### config.mk
export PLATFORM = sky130hd
export DESIGN_NAME = truth_table_sweeper
export DESIGN_NICKNAME = d
export VERILOG_FILES = /design/src/rtl/truth_table_sweeper_pkg.sv /design/src/rtl/truth_table_sweeper_settle_timer.sv /design/src/rtl/truth_table_sweeper.sv
export SDC_FILE = /design/constraint.sdc
export NUM_CORES = 1
export LEC_CHECK = 0
export BUFFER_PORTS_ARGS = -buffer_cell sky130_fd_sc_hd__buf_2
export CORE_MARGIN = 2
export CORE_UTILIZATION = 45
export CTS_BUF_LIST = sky130_fd_sc_hd__clkbuf_4 sky130_fd_sc_hd__clkbuf_8
export CTS_CLUSTER_DIAMETER = 80
export DETAILED_ROUTE_END_ITERATION = 10
export GPL_TIMING_DRIVEN = 0
export PLACE_DENSITY = 0.75
export SKIP_CTS_REPAIR_TIMING = 1
export SYNTH_ARGS = -nofsm -noshare
export SYNTH_HDL_FRONTEND = slang
export SYNTH_SLANG_ARGS = --single-unit
### constraint.sdc
create_clock -name clk -period 2.5 [get_ports clk]
set_clock_uncertainty 0.05 [all_clocks]
set_input_delay 0.125 -clock clk [delete_from_list [all_inputs] [get_ports clk]]
set_output_delay 0.125 -clock clk [all_outputs]
set_load 0.02 [all_outputs]
### src/rtl/truth_table_sweeper_pkg.sv
// Shared types and defaults for the truth-table sweeper.
package truth_table_sweeper_pkg;

  localparam int unsigned DefNIn   = 5;
  localparam int unsigned DefSettle = 2;

  // Sweep controller states
  typedef enum logic [1:0] {
    StIdle  = 2'd0,
    StDrive = 2'd1,
    StDone  = 2'd2
  } state_e;

  // Width of the settle counter; at least one bit even when SETTLE == 1
  function automatic int unsigned cnt_width(input int unsigned settle);
    return (settle > 1) ? $clog2(settle) : 1;
  endfunction

endpackage

### src/rtl/truth_table_sweeper_settle_timer.sv
// Settle timer: counts 0..SETTLE-1 while enabled and flags the last cycle of each hold.
module settle_timer
  import truth_table_sweeper_pkg::*;
#(
  parameter int unsigned SETTLE = DefSettle
) (
  input  logic clk,
  input  logic rst_n,
  input  logic clear,
  input  logic enable,
  output logic last
);

  localparam int unsigned CW = cnt_width(SETTLE);
  localparam logic [CW-1:0] LastVal = CW'(SETTLE - 1);

  logic [CW-1:0] cnt_q;

  assign last = (cnt_q == LastVal);

  // Counter wraps to 0 after the last cycle so consecutive vectors need no explicit clear
  always_ff @(posedge clk or negedge rst_n) begin
    if (!rst_n) begin
      cnt_q <= '0;
    end else if (clear) begin
      cnt_q <= '0;
    end else if (enable) begin
      cnt_q <= last ? '0 : cnt_q + 1'b1;
    end
  end

endmodule

### src/rtl/truth_table_sweeper.sv
// Truth-table sweeper: drives every input vector of a combinational block, holds each one
// for SETTLE cycles, and captures the block's output into a truth table and a ones-count.
module truth_table_sweeper
  import truth_table_sweeper_pkg::*;
#(
  parameter int unsigned N_IN   = DefNIn,
  parameter int unsigned SETTLE = DefSettle
) (
  input  logic                 clk,
  input  logic                 rst_n,
  input  logic                 start,
  input  logic                 abort,
  input  logic                 z_in,
  output logic [N_IN-1:0]      vec,
  output logic                 busy,
  output logic                 done,
  output logic [2**N_IN-1:0]   table_out,
  output logic [N_IN:0]        ones_cnt
);

  localparam logic [N_IN-1:0] LastIdx = '1;

  state_e          state_q;
  logic [N_IN-1:0] idx_q;
  logic            timer_clear;
  logic            timer_en;
  logic            settle_last;

  // Timer idles at 0 outside DRIVE, so it is already cleared when a sweep is accepted
  assign timer_clear = (state_q != StDrive) | abort;
  assign timer_en    = (state_q == StDrive);

  settle_timer #(
    .SETTLE (SETTLE)
  ) u_settle_timer (
    .clk    (clk),
    .rst_n  (rst_n),
    .clear  (timer_clear),
    .enable (timer_en),
    .last   (settle_last)
  );

  // Sweep FSM with registered outputs; abort takes priority over everything but reset
  always_ff @(posedge clk or negedge rst_n) begin
    if (!rst_n) begin
      state_q   <= StIdle;
      idx_q     <= '0;
      vec       <= '0;
      busy      <= 1'b0;
      done      <= 1'b0;
      table_out <= '0;
      ones_cnt  <= '0;
    end else if (abort) begin
      // Any sample strobed this cycle is dropped; captured bits are kept
      state_q <= StIdle;
      idx_q   <= '0;
      vec     <= '0;
      busy    <= 1'b0;
      done    <= 1'b0;
    end else begin
      case (state_q)
        StIdle: begin
          done <= 1'b0;
          if (start) begin
            table_out <= '0;
            ones_cnt  <= '0;
            idx_q     <= '0;
            vec       <= '0;
            busy      <= 1'b1;
            state_q   <= StDrive;
          end
        end
        StDrive: begin
          if (settle_last) begin
            table_out[idx_q] <= z_in;
            ones_cnt         <= ones_cnt + (N_IN + 1)'(z_in);
            if (idx_q == LastIdx) begin
              state_q <= StDone;
              done    <= 1'b1;
              busy    <= 1'b0;
              vec     <= '0;
            end else begin
              idx_q <= idx_q + 1'b1;
              vec   <= vec + 1'b1;
            end
          end
        end
        StDone: begin
          done    <= 1'b0;
          idx_q   <= '0;
          state_q <= StIdle;
        end
        default: begin
          state_q <= StIdle;
        end
      endcase
    end
  end

endmodule

==> flow_metrics.env <==
export IMPL_max_slew_margin=0.194
export IMPL_finalCriticalPeriod_ns=2.21
export IMPL_grt_pass1_vias=2320
export IMPL_cts_path_max_buffers=2
export IMPL_row_count=29
export IMPL_fin_nets=352
export IMPL_tightestPinTransition_ns=1.21
export IMPL_antenna_found_initial=0
export IMPL_slew_violations=0
export IMPL_vias=2399
export IMPL_yosys_area_share_simple=0.223
export IMPL_drtPass1Iterations=4
export IMPL_gp_congestion=0.857
export IMPL_clk_latency_ns=0.31
export IMPL_cts_root_buffer="clkbuf_8"
export IMPL_critPathLaunchType="flip-flop"
export IMPL_synth_adder_area_share=0.0390
export IMPL_regArea_um2=1330
export IMPL_peakVddDrop_mv=0.219
export IMPL_status="complete, no violations"
export IMPL_hold_worst_slack_ns=0.00647
export IMPL_min_path_type="in -> async"
export IMPL_synth_warnings=0
export IMPL_async_flop_share=1.00
export IMPL_wl_per_cell_um=16.3
export IMPL_synth_edf_count=0
export IMPL_start_util=0.460
export IMPL_seq_area_frac_synth=0.459
export IMPL_place_hpwl_um=4690
export IMPL_synth_top_family_by_area="simple AND/OR/NAND/NOR gates"
export IMPL_ios=50
export IMPL_htree_levels=2
export IMPL_cp_data_required_time_ns=2.67
export IMPL_pre_cts_ws_ns=0.212
export IMPL_rsz0062_at_grt="false"
export IMPL_max_freq_mhz=453
export IMPL_synth_compound_area_share=0.127
export IMPL_power_density_nw_per_um2=492
export IMPL_hold_violations=0
export IMPL_area_delta_synth_final_pct=15.9
export IMPL_syn_nets=296
export IMPL_fin_ws_ns=0.292
export IMPL_cts_tree="built"
export IMPL_fill_cells=599
export IMPL_ys_types=44
export IMPL_die_area_um2=7080
export IMPL_die_w_um=84.1
export IMPL_cp_max_fo=10
export IMPL_ys_dominant_reg_cell="dfrtp_1"
export IMPL_antenna_left=0
export IMPL_endpoint_kind="flip-flop"
export IMPL_tns_ns=0
export IMPL_synth_area_um2=2890
export IMPL_cts_buffers=5
export IMPL_place_port_buffers=49
export IMPL_synth_seq_cells=53
export IMPL_coreArea_um2=6280
export IMPL_power_leakage_nw=1.73
export IMPL_grt_overflow_total=0
export IMPL_synth_mux_area_frac=0.103
export IMPL_max_cap_violations=0
export IMPL_cts_sinks=53
export IMPL_min_period_over_period=0.883
export IMPL_routed_wl_um=6790
export IMPL_syn_inst=282
export IMPL_grt_max_degree=54
export IMPL_clkTransAtPathRegs_ns=0.09
export IMPL_grt_usage=0.195
export IMPL_antenna_cells=0
export IMPL_multi_input_area_um2=1420
export IMPL_arrival_ns=2.38
export IMPL_die_h_um=84.1
export IMPL_setup_violations_final=0
export IMPL_syn_area_per_cell_um2=10.2
export IMPL_drcViolationCount=0
export IMPL_drt_iter0_drc=208
export IMPL_grt_pass1_wl_um=11400
export IMPL_critical_path_class="reg -> reg"
export IMPL_yosys_area_share_xor_xnor=0
export IMPL_drive_above_1_share=0.230
export IMPL_viasPerCell=5.77
==> registers in the layout, summed over array words and instances, names as in the netlist <==
name / flops
busy: 1
table_out: 32
ones_cnt: 6
idx_q: 5
vec: 5
done: 1
u_settle_timer.last: 1
state_q: 2
==> placed cells by master, fill, tap and decap left out, types with 2 or more instances in the layout <==
master    count
buf_2        60
dfrtp_1      53
nand2_1      32
mux2i_1      25
nand4_1      24
clkbuf_1     14
ha_1          9
nand3_1       8
o21ai_0       8
a22o_1        7
inv_1         6
nand2b_1      6
a211oi_1      6
and4b_1       6
o211ai_1      6
a21oi_1       5
clkbuf_8      5
nor3b_1       4
o31ai_1       4
or4_1         4
and3_1        3
and3b_1       3
mux2_2        3
nor2_1        3
nor3_1        3
o21bai_1      3
a31oi_1       3
nor2b_1       2
a21boi_1      2
a211o_1       2
a221o_1       2
==> critical path: stages (launching register included) <==
cell and delay, ns:
dfrtp_1 0.40, ha_1 0.20, clkbuf_1 0.38, and3_1 0.25, ha_1 0.19, nor2b_2 0.08, a211o_1 0.38, o21ai_0 0.19
==> layer usage <==
metal  track usage  up-vias  routed length, µm  part of all wire
met3        0.0415        8                346             0.051
met4        0.0499        0                 87             0.013
li1              -     1155                  -                 -
met5             0        -                  0                 0
met2         0.304       65               3120              0.46
met1         0.279     1171               3230              0.48
==> where the power goes <==
group	internal [mW]	switching, mW	total [mW]
registers	0.867	0.0107	0.877
clock network	0.312	0.287	0.599
logic	0.0508	0.119	0.170
total	1.23	0.417	1.65
==> stage by stage <==
| step | util | power [mW] | cells | instance area (µm²) |
|---|---|---|---|---|
| final | 0.533 | 1.65 | 416 | 3350 |
| after global routing | 0.533 | 1.70 | 416 | 3350 |
| after CTS | 0.533 | 1.66 | 416 | 3350 |
| after detailed placement | 0.515 | 1.06 | 408 | 3230 |
| after global placement | 0.515 | 1.06 | 408 | 3230 |
| after floorplan | - | 1.00 | 282 | 2890 |
==> Yosys cell counts, types with 4 or more instances <==
| master | count | area [µm²] |
|---|---|---|
| nor3b_1 | 4 | 30.0 |
| a211oi_1 | 6 | 45.0 |
| or4_1 | 4 | 30.0 |
| o211ai_1 | 6 | 45.0 |
| inv_1 | 6 | 22.5 |
| a22o_1 | 7 | 61.3 |
| and4b_1 | 6 | 60.1 |
| nand2_1 | 32 | 120 |
| nand2b_1 | 6 | 37.5 |
| mux2i_1 | 25 | 250 |
| nand4_1 | 24 | 150 |
| ha_1 | 9 | 113 |
| a21oi_1 | 5 | 25.0 |
| o31ai_1 | 4 | 30.0 |
| nand3_1 | 8 | 40.0 |
| o21ai_0 | 8 | 40.0 |
| clkbuf_1 | 14 | 52.6 |
| dfrtp_1 | 53 | 1330 |
| buf_2 | 11 | 55.1 |
==> area by class of cell <==
cell class | instances | share of cell area
Multi-Input combinational cell | 197 | 0.425
Sequential cell | 53 | 0.396
Timing Repair Buffer | 49 | 0.0732
Buffer | 26 | 0.0355
Tap cell | 77 | 0.0288
Clock buffer | 6 | 0.0228
Clock inverter | 2 | 0.0116
Inverter | 6 | 0.00673
==> worst paths after layout <==
kind	end	slack (ns)	from	cells after the start
worst max register to register	idx_q[1]	0.29	idx_q[0]	7
min in group clk	state_q[0]	0.10	start	3
worst max-delay path	idx_q[1]	0.29	idx_q[0]	7
worst min-delay path	busy	0.006	rst_n	1
worst min register to register	table_out[24]	0.47	table_out[24]	1
max in group asynchronous	table_out[11]	1.66	rst_n	1
==> cell families (layout without fill, tap and decap cells) <==
family,after synthesis,in the layout
buffers and inverters,32,89
adders and majority gates,9,9
AOI/OAI and AO/OA,51,51
and+or+nand+nor,108,108
DFF,53,53
muxes,29,29
Note: power is estimated with default switching activity, not from simulation.
